### src/rtl/muldiv_unit.sv
// muldiv_unit: iterative HI/LO unit sitting beside the ALU in execute.
//   MULT/MULTU : shift-add, MUL_BITS multiplier bits per cycle, {hi,lo} = product
//   DIV/DIVU   : restoring radix-2, one quotient bit per cycle, lo = quotient, hi = remainder
//   MTHI/MTLO  : written straight from in1 in the accepting cycle
//
// Ports:
//   clk, resetn      clock (rising edge), asynchronous active-low reset
//   op[2:0]          000 MULT, 001 MULTU, 010 DIV, 011 DIVU, 100 MTHI, 101 MTLO, else no-op
//   in1, in2         rs / rt operands after forwarding
//   start            request, only looked at while busy=0
//   flush            synchronous cancel; beats start, suppresses a pending hi/lo write
//   busy             operation in flight (registered decode of state != IDLE)
//   done             one-cycle pulse after hi/lo were written by a multiply/divide
//   hi, lo           architectural HI/LO registers
//
// Handshake: a request is taken on any rising edge where state is IDLE, start=1
// and flush=0. busy rises after that edge and stays high until the result edge;
// requests presented while busy=1 are dropped without touching the operands.
// done marks the cycle in which the new hi/lo are first visible; the unit is
// already IDLE in that cycle and can take the next request.
module muldiv_unit #(
  parameter int MUL_BITS = 1  // legal values: 1, 2, 4
) (
  input  logic        clk,
  input  logic        resetn,
  input  logic [2:0]  op,
  input  logic [31:0] in1,
  input  logic [31:0] in2,
  input  logic        start,
  input  logic        flush,
  output logic        busy,
  output logic        done,
  output logic [31:0] hi,
  output logic [31:0] lo
);

  localparam int         MUL_ITERS = 32 / MUL_BITS;
  localparam logic [5:0] MUL_LAST  = 6'(MUL_ITERS - 1);
  localparam logic [5:0] DIV_LAST  = 6'd31;

  typedef enum logic [1:0] {IDLE, RUN, FIX} state_t;

  state_t      state, state_nxt;
  logic [5:0]  cnt;
  logic [63:0] acc;       // mul: {partial product, remaining multiplier}; div: {remainder, quotient}
  logic [31:0] opnd;      // mul: |multiplicand|; div: |divisor|
  logic        is_div;
  logic        neg_res;   // product / quotient must be negated
  logic        neg_rem;   // remainder takes the dividend's sign
  logic        div_zero;

  // Operand magnitudes; op[0]=0 selects the signed variants.
  logic        sgn;
  logic [31:0] abs_in1, abs_in2;
  assign sgn     = ~op[0];
  assign abs_in1 = (sgn && in1[31]) ? -in1 : in1;
  assign abs_in2 = (sgn && in2[31]) ? -in2 : in2;

  logic last_iter;
  assign last_iter = (cnt == (is_div ? DIV_LAST : MUL_LAST));

  // Multiply step: add multiplicand * low digit into the upper half, then shift
  // the whole register right by one digit. The sum needs MUL_BITS extra bits,
  // which land exactly in the space freed by the consumed multiplier digit.
  logic [32+MUL_BITS-1:0] mul_sum;
  logic [63:0]            mul_step;
  assign mul_sum  = {{MUL_BITS{1'b0}}, acc[63:32]}
                  + ({{MUL_BITS{1'b0}}, opnd} * {32'b0, acc[MUL_BITS-1:0]});
  assign mul_step = {mul_sum, acc[31:MUL_BITS]};

  // Restoring divide step: shift {rem,quo} left, trial-subtract the divisor
  // from the 33-bit shifted remainder, keep the difference if it is >= 0.
  logic [32:0] div_diff;
  logic [63:0] div_step;
  assign div_diff = acc[63:31] - {1'b0, opnd};
  assign div_step = div_diff[32] ? {acc[62:0], 1'b0}
                                 : {div_diff[31:0], acc[30:0], 1'b1};

  // Sign correction applied in FIX. Divide by zero leaves remainder = |in1|,
  // so restoring the dividend's sign yields the raw in1 as required.
  logic [63:0] prod_fix;
  logic [31:0] quo_fix, rem_fix;
  assign prod_fix = neg_res ? -acc : acc;
  assign quo_fix  = div_zero ? 32'hFFFF_FFFF : (neg_res ? -acc[31:0] : acc[31:0]);
  assign rem_fix  = neg_rem ? -acc[63:32] : acc[63:32];

  always_comb begin
    state_nxt = state;
    if (flush) begin
      state_nxt = IDLE;
    end else begin
      case (state)
        IDLE:    if (start && !op[2]) state_nxt = RUN;
        RUN:     if (last_iter)       state_nxt = FIX;
        FIX:                          state_nxt = IDLE;
        default:                      state_nxt = IDLE;
      endcase
    end
  end

  always_ff @(posedge clk or negedge resetn) begin
    if (!resetn) state <= IDLE;
    else         state <= state_nxt;
  end

  assign busy = (state != IDLE);

  always_ff @(posedge clk or negedge resetn) begin
    if (!resetn) begin
      cnt      <= '0;
      acc      <= '0;
      opnd     <= '0;
      is_div   <= 1'b0;
      neg_res  <= 1'b0;
      neg_rem  <= 1'b0;
      div_zero <= 1'b0;
      done     <= 1'b0;
      hi       <= '0;
      lo       <= '0;
    end else begin
      done <= 1'b0;
      if (flush) begin
        cnt <= '0;
      end else begin
        case (state)
          IDLE: begin
            if (start) begin
              case (op)
                3'b000, 3'b001, 3'b010, 3'b011: begin
                  // Multiply keeps the multiplier in acc and the multiplicand
                  // in opnd; divide keeps the dividend in acc, divisor in opnd.
                  acc      <= {32'b0, op[1] ? abs_in1 : abs_in2};
                  opnd     <= op[1] ? abs_in2 : abs_in1;
                  is_div   <= op[1];
                  neg_res  <= sgn && (in1[31] ^ in2[31]);
                  neg_rem  <= sgn && in1[31];
                  div_zero <= op[1] && (in2 == 32'b0);
                  cnt      <= '0;
                end
                3'b100:  hi <= in1;
                3'b101:  lo <= in1;
                default: ;
              endcase
            end
          end
          RUN: begin
            acc <= is_div ? div_step : mul_step;
            cnt <= cnt + 6'd1;
          end
          FIX: begin
            if (is_div) begin
              hi <= rem_fix;
              lo <= quo_fix;
            end else begin
              hi <= prod_fix[63:32];
              lo <= prod_fix[31:0];
            end
            done <= 1'b1;
            cnt  <= '0;
          end
          default: cnt <= '0;
        endcase
      end
    end
  end

endmodule

### config.mk
export PLATFORM = sky130hd
export DESIGN_NAME = muldiv_unit
export DESIGN_NICKNAME = d
export VERILOG_FILES = /design/src/rtl/muldiv_unit.sv
export SDC_FILE = /design/constraint.sdc
export NUM_CORES = 1
export LEC_CHECK = 0
export BUFFER_PORTS_ARGS = -buffer_cell sky130_fd_sc_hd__buf_4
export CAP_MARGIN = 20
export CORE_MARGIN = 2
export CORE_UTILIZATION = 42
export DETAILED_ROUTE_END_ITERATION = 8
export PLACE_DENSITY = 0.63
export SKIP_LAST_GASP = 1
export SLEW_MARGIN = 15
export SYNTH_ARGS = -nofsm -noshare
export SYNTH_HDL_FRONTEND = slang
export SYNTH_SLANG_ARGS = --single-unit
### constraint.sdc
create_clock -name clk -period 5.89 [get_ports clk]
set_input_delay 0.2945 -clock clk [delete_from_list [all_inputs] [get_ports clk]]
set_output_delay 0.2945 -clock clk [all_outputs]
set_load 0.1 [all_outputs]
# Yosys cells after proc, flatten, opt, wreduce, memory -nomap -nowiden
# Cells that the tools add are included.
# op_classes
add_sub_neg,8
mul,1
n_div,0
n_lt_le_gt_ge,0
n_eq_ne,16
n_shift,0
muxes,31
bitwise,3
reduce_logical,19
# op_table
cell,count
$mux W32,13
$mux W64,5
$neg A32 Y32,4
$pmux W32 S2,2
$pmux W64 S2,1
$neg A64 Y64,1
$add A32 B33 Y33,1
$mul A32 B1 Y33,1
$sub A33 B32 Y33,1
$logic_not A32 Y1,1
$mux W6,3
$reduce_and A4 Y1,4
$pmux W6 S2,1
$ne A3 B3 Y1 const B,3
$add A6 B1 Y6 const B,1
$eq A3 B2 Y1 const B,2
$eq A3 B3 Y1 const B,2
$eq A6 B5 Y1 const B,1
$mux W2,3
$ne A2 B1 Y1 const B,3
$reduce_bool A2 Y1,3
$logic_and A1 B1 Y1,5
$pmux W2 S2,1
$reduce_and A2 Y1,2
other kinds (12),14
# word_totals
regBits,173
latchBits,0
mem_bits_rw,0
mem_bits_ro,0
input_bits,71
elab_cells,89
mem_count,0

# Logic depth before layout (Yosys ltp)
# Gate-level depths: netlist of run 1.
# depth
word_depth,7
mapped_depth,14
depth_no_buf,13

# Worst setup path before layout of run 1
# OpenSTA, ideal clock, no wires.
# synth_path
path_type,register -> register
from,reg acc[0]
to,reg acc[59]
setup_ps,126
t_arrival_ps,3231
required_time_ps,5764
setup_slack_ps,2533
path_stages_with_launch,14
period_less_slack_ps,3357
path_cell_list,dfrtp_1 and2_1 ha_1 inv_1 fa_1 nand2b_1 a211oi_1 nor4bb_1 o31ai_1 a41oi_1 o31a_1 o21ai_0 xor2_1 a221o_1
# synth_via
elab_chain_cells,4
# synth_rtl
element,line,source
"start, declared",45,logic [63:0] acc;
"start signal, assigned",132,"acc <= {32'b0, op[1] ? abs_in1 : abs_in2};"
"start signal, assigned",147,acc <= is_div ? div_step : mul_step;
$mul A32 B1 Y33,68,"+ ({{MUL_BITS{1'b0}}, opnd} * {32'b0, acc[MUL_BITS-1:0]});"
$add A32 B33 Y33,68,
$mux W64,147,
$pmux W64 S2,125,case (state)
# No other way between the ends.
# A chain may end at the register's enable or synchronous reset.

# Worst setup path in the final report of run 1
# Ends and elaborated chain as after synthesis.

==> metrics.md, run 1 <==
| Metric | Value |
|---|---|
| Outcome | `finished clean` |
| Fillers | `3,527` |
| VDD IR max | `290 µV` |
| GPL Wtd Cong | `0.977` |
| Ys flop type | `dfrtp_1` |
| Final Util | `48.0%` |
| Hold buffers post-CTS | `1` |
| Setup TNS | `0 ps` |
| Crit path time final | `4510 ps` |
| Slew Viols, Final | `0` |
| Ys async rst share | `100%` |
| Setup violators final | `0` |
| Syn Nets | `2,100` |
| Post-CTS setup buffers | `0` |
| Die width | `193 µm` |
| Sequential-to-total area share from yosys stat | `28.9%` |
| Slew HR | `28.7%` |
| Post-synth EDFFs | `0` |
| Crit share post-route | `76.6%` |
| Drt via density | `6.19` |
| RSZ-0062 raised after global routing | `no` |
| First-pass iteration count of the detailed router | `6` |
| Post-route cell area | `17,000 µm²` |
| WHS | `178 ps` |
| Area grow syn2layout | `13.3%` |
| Crit end category | `flop` |
| Setup crit start kind | `flop` |
| # IOs | `137` |
| Vias | `15,400` |
| Pwr Total | `6.27 mW` |
| Pwr per Cell Area | `370 nW/µm²` |
| Vias in the first global route | `13,900` |
| Non-Filler Instances | `2,490` |
| Clock root buffer | `clkbuf_16` |
| H-Tree Depth | `4` |
| Antenna diodes | `0` |
| Pin count of the biggest net entering global routing | `100` |
| Synth warnings | `0` |
| Post-Place Worst Slack | `1460 ps` |
| Fmax | `222 MHz` |
| Latest clock arrival within the worst-skew pair | `460 ps` |
| Clock skew | `15.6 ps` |
| Initial core utilization | `42.4%` |
| HP Class | `in2reg` |
| Initial DRC Count | `1,651` |
| Vert. Die Dim | `193 µm` |
| Max cap viols | `0` |
| TritonCTS clock tree | `built` |
| Slew @ Worst Pin | `1070 ps` |
| First-pass GRT wire length | `85,600 µm` |
| # DRC | `0` |
| Core footprint | `35,300 µm²` |
| Die area | `37,200 µm²` |
| Critical Path RT | `6230 ps` |
| Number of routed nets with antenna violations | `0` |
| Critical path class | `reg2reg` |
| Clock Tree Buf Depth | `2` |
| Nets@finish | `2,159` |
| Critical Path Fanout Max | `22` |
| Final Hold Fails | `0` |
| Total Wirelength | `57,400 µm` |
| # port buffers | `136` |
| Pleak | `7.48 nW` |
| Post-synthesis register bit count | `173` |
| Post-synthesis cell area | `15,000 µm²` |
| Fin worst setup slack | `1380 ps` |
| Cell area after placement | `16,300 µm²` |
| Rows | `69` |
| Clock sinks | `173` |
| Average cell area after synthesis | `7.65 µm²` |
| Cells after Synth | `1,958` |
| CTS clk-pin slew, worst paths | `70 ps` |
| Dpl hpwl | `44,400 µm` |
| Initial antenna violation count | `0` |
| Total GRT Usage | `30.6%` |
| Placed cells | `2,457` |
| Leading cell type in the layout, fill and taps excluded | `nand2_1` |
| Post_cts resized | `0` |
| Crit path DAT | `4840 ps` |
| Most frequent cells in the layout | `nand2_1, o21ai_0, nor2_1, a21oi_1, dfrtp_1` |
| Layout cells sized above 1 | `10.9%` |
| Distinct cells, synth | `77` |
| Grt ovf | `0` |
| Avg WL per Cell | `23.0 µm` |
| Total CTS buffers | `17` |
## critical path, cell delays in order (launching register included)
cell and delay [ps]:
dfrtp_1 530, inv_1 700, nor2_1 120, ha_1 370, nand2b_1 130, a211oi_1 320
nor4bb_1 150, o31ai_1 570, a41oi_1 330, o31a_1 360, o21ai_0 340, xor2_1 140
a221o_1 330
## metal layers
metal  vias to the layer above  global-route usage (%)  share of wire, %
met3                       104                    5.02               8.9
met4                         0                    11.9               3.6
li1                       7169                       -                 -
met1                      7357                    43.5                44
met2                       785                    46.1                43
met5                         -                       0                 0
## power breakdown
| group | switching (mW) | internal [mW] |
|---|---|---|
| registers | 0.323 | 1.42 |
| clock network | 0.520 | 0.777 |
| logic | 2.22 | 1.01 |
| total | 3.07 | 3.21 |
## flip-flops by register name, indices dropped and copies added (netlist names), 2 cells and up
signal  cells
hi         32
cnt         6
opnd       32
lo         32
acc        64
state       2
## Yosys cell counts, types with 19 or more instances
master    count  area (µm²)
a211oi_1     23         173
a21o_1       32         240
a21oi_1     181         906
a22oi_1      19         143
a31oi_1      25         156
clkbuf_1     99         372
dfrtp_1     173        4330
ha_1         69         863
inv_1        67         251
mux2i_1      39         390
nand2_1     224         841
nand2b_1     26         163
nand3_1      40         200
nor2_1      186         698
nor3_1       41         205
nor4_1       21         131
o211ai_1     32         240
o21ai_0     212        1060
o22ai_1      28         175
o31ai_1      26         195
xnor2_1     103         902
xor2_1       68         596
## cell type report
| type | instances | area, µm² | share of cell area (%) |
|---|---|---|---|
| well taps | 461 | 577 | 3.40 |
| multi-input cells | 1595 | 9920 | 58.5 |
| inverters | 67 | 251 | 1.48 |
| repair buffers | 163 | 1230 | 7.25 |
| clock buffers | 22 | 464 | 2.74 |
| clock inverters | 9 | 184 | 1.08 |
| flip-flops and latches | 173 | 4330 | 25.5 |
## worst paths after layout
path | from | end | slack, ps | cells after the start
worst max-delay path | acc[0] | acc[59] | 1380 | 12
worst min-delay path | op[0] | neg_res | 180 | 2
worst max register to register | acc[0] | acc[59] | 1380 | 12
worst min register to register | lo[14] | lo[14] | 480 | 1
max in group asynchronous | resetn | is_div | 4080 | 3
min in group asynchronous | resetn | hi[3] | 330 | 2
## kinds of logic after synthesis
logic type	share of synthesized area [%]
and+or+nand+nor	19.8
buffers and inverters	5.09
adders and majority gates	6.03
AOI/OAI and AO/OA	27.0
muxes	3.13
xor gates and xnor gates	10.0
DFF	28.9
No activity file was read; power rests on OpenSTA's default activity.
==> run 2: changes to the inputs <==
--- a/config.mk
+++ b/config.mk
@@ -10,7 +10,7 @@
 export CORE_MARGIN = 2
 export CORE_UTILIZATION = 42
 export DETAILED_ROUTE_END_ITERATION = 8
-export PLACE_DENSITY = 0.63
+export PLACE_DENSITY = 0.65
 export SKIP_LAST_GASP = 1
 export SLEW_MARGIN = 15
 export SYNTH_ARGS = -nofsm -noshare
==> constraint.sdc (replaced) <==
create_clock -name clk -period 3.94 [get_ports clk]
set_input_delay 0.197 -clock clk [delete_from_list [all_inputs] [get_ports clk]]
set_output_delay 0.197 -clock clk [all_outputs]
set_load 0.1 [all_outputs]
==> metrics.md, run 2 (synthesized netlist as in run 1, its figures left out) <==
| Metric | Value |
|---|---|
| RSZ-0062 raised after global routing | `yes` |
| Clock root buffer | `clkbuf_16` |
| Post-Place Worst Slack | `195 ps (-1270 ps)` |
| # DRC | `0 (unchanged)` |
| Initial core utilization | `42.4% (unchanged)` |
| Dpl hpwl | `45,500 µm (+2.5%)` |
| Crit-path slowest cell | `dfrtp_1` |
| Antenna diodes | `0 (unchanged)` |
| Pleak | `7.66 nW (+2.4%)` |
| Pwr per Cell Area | `543 nW/µm² (+47%)` |
| Total GRT Usage | `31.3% (+0.67 points)` |
| Fin worst setup slack | `175 ps (-1210 ps)` |
| Setup crit start kind | `flop` |
| Max cap viols | `0 (unchanged)` |
| Outcome | `finished clean` |
| Worst Reg-to-Reg Cells | `13 (+1)` |
| Critical path class | `reg2reg` |
| Pin count of the biggest net entering global routing | `100 (unchanged)` |
| H-Tree Depth | `4 (unchanged)` |
| Initial antenna violation count | `0 (unchanged)` |
| Clock skew | `7.78 ps (-7.83 ps)` |
| Critical Path Fanout Max | `17 (-23%)` |
| Worst-path cell chain | `inv_1 > buf_4 > nor2_1 > ha_1 > nand3_1 > nor4_1 > nor2_1 > o21ai_0 > a31oi_1 > o31ai_1 > a21boi_0 > xnor2_1 > a221o_1` |
| Drt via density | `6.13 (-1.0%)` |
| First-pass iteration count of the detailed router | `6 (unchanged)` |
| Area grow syn2layout | `15.2%` |
| Layout cells sized above 1 | `12.8% (+1.9 points)` |
| Die area | `37,200 µm² (unchanged)` |
| First-pass GRT wire length | `86,700 µm (+1.3%)` |
| Slew Viols, Final | `0 (unchanged)` |
| Total Wirelength | `58,100 µm (+1.2%)` |
| Most frequent CP cell | `nor2_1` |
| Critical Path RT | `4280 ps (-1950 ps)` |
| Max reg flops | `64 (unchanged)` |
| Setup TNS | `0 ps (unchanged)` |
| Slew @ Worst Pin | `1060 ps (-12.3 ps)` |
| TritonCTS clock tree | `built` |
| Nets@finish | `2,199 (+1.9%)` |
| Total CTS buffers | `17 (unchanged)` |
| Vias in the first global route | `14,100 (+1.6%)` |
| Hold depth | `2 (unchanged)` |
| # IOs | `137 (unchanged)` |
| Vias | `15,500 (+0.60%)` |
| Clock sinks | `173 (unchanged)` |
| Grt ovf | `0 (unchanged)` |
| Crit share post-route | `95.6% (+19 points)` |
| Crit end category | `flop` |
| Die width | `193 µm (unchanged)` |
| Final Hold Fails | `0 (unchanged)` |
| Core footprint | `35,300 µm² (unchanged)` |
| Slew HR | `29.4% (+0.73 points)` |
| Initial DRC Count | `1,683 (+1.9%)` |
| CTS clk-pin slew, worst paths | `70 ps (about the same)` |
| Crit path depth | `13 (+1)` |
| Clock Tree Buf Depth | `2 (unchanged)` |
| Number of routed nets with antenna violations | `0 (unchanged)` |
| Leading cell type in the layout, fill and taps excluded | `nand2_1` |
| GPL Wtd Cong | `0.983 (+0.63%)` |
| Avg WL per Cell | `22.9 µm (-0.44%)` |
| Post-CTS setup buffers | `0 (unchanged)` |
| VDD IR max | `405 µV (+39%)` |
| Rows | `69 (unchanged)` |
| Crit path DAT | `4110 ps (-730 ps)` |
| Setup violators final | `0 (unchanged)` |
| Latest clock arrival within the worst-skew pair | `460 ps (about the same)` |
| Most flops, register | `acc` |
| Final Util | `48.8% (+0.80 points)` |
| Critical Path Max Stage Delay | `470 ps (-230 ps)` |
| Most frequent cells in the layout | `nand2_1, o21ai_0, buf_4, nor2_1, a21oi_1` |
| CP Buf/Inv Count | `2 (+1)` |
| Vert. Die Dim | `193 µm (unchanged)` |
| Crit path time final | `3770 ps (-744 ps)` |
| Fmax | `266 MHz (+20%)` |
| # port buffers | `136 (unchanged)` |
| HP Class | `in2reg` |
| Delay-heaviest family, CP | `compound AO/OA/AOI/OAI gates` |
-- run 2: cell count changes in the layout (fill, tap and decap cells not counted), moves of 2 or more --
cell	previous run	this run
buf_4	161	199
bufinv_16	5	2
inv_6	1	4
buf_12	0	2
clkbuf_1	3	1
clkinvlp_4	1	3
o21ai_0	211	209
o21ai_1	1	3
-- run 2: repair_timing --
item                                   4_1_cts  5_1_grt
setup endpoints to repair                    0        5
gates resized for setup                      0        4
hold buffers                                 1        0
endpoints found under the hold margin       82        0
-- run 2: area by class of cell --
class	count	area [µm²]
clock inverters	13	156
fillers	3490	18100
clock buffers	19	443
repair buffers	203	1560
multi-input cells	1595	9930
well taps	461	577
flip-flops and latches	173	4330
inverters	67	251
-- run 2: worst paths after layout --
kind,start,to,slack (ps)
min,op[0],neg_res,70
min in group asynchronous,resetn,hi[15],370
max in group asynchronous,resetn,is_div,2610
min reg2reg,lo[9],lo[9],480
max reg2reg,acc[0],acc[60],170
max,acc[0],acc[60],170
-- run 2: worst register-to-register path: cells and delay by family (launching register included) --
kind / cells / cell delay [ps]
AOI/OAI and AO/OA: 5 / 1550
xor gates and xnor gates: 1 / 150
adders and majority gates: 1 / 400
buffers and inverters: 2 / 480
DFF: 1 / 470
and+or+nand+nor: 4 / 600
-- run 2: report_power, final --
| part | switching, mW | internal, mW |
|---|---|---|
| Clock | 0.836 | 0.965 |
| Sequential | 0.377 | 2.12 |
| Combinational | 3.48 | 1.59 |
| Total | 4.69 | 4.67 |
-- run 2: per-stage QoR --
step	cell area (µm²)	instances	hold slack (ps)	total power, mW
finish	17200	2531	67.7	9.37
global route	17200	2531	47.8	9.85
CTS	17200	2531	36.4	9.29
detailed placement	16600	2498	330	7.49
global placement	16600	2498	320	7.45
floorplan	15000	1958	-98.6	6.01
-- run 2: metal layers --
metal	GRT usage, %	vias up	routed length (µm)
met5	0	-	0
met4	11.9	0	2040
met3	5.75	74	5550
met2	46.4	784	24700
met1	44.8	7415	25800
li1	-	7235	-
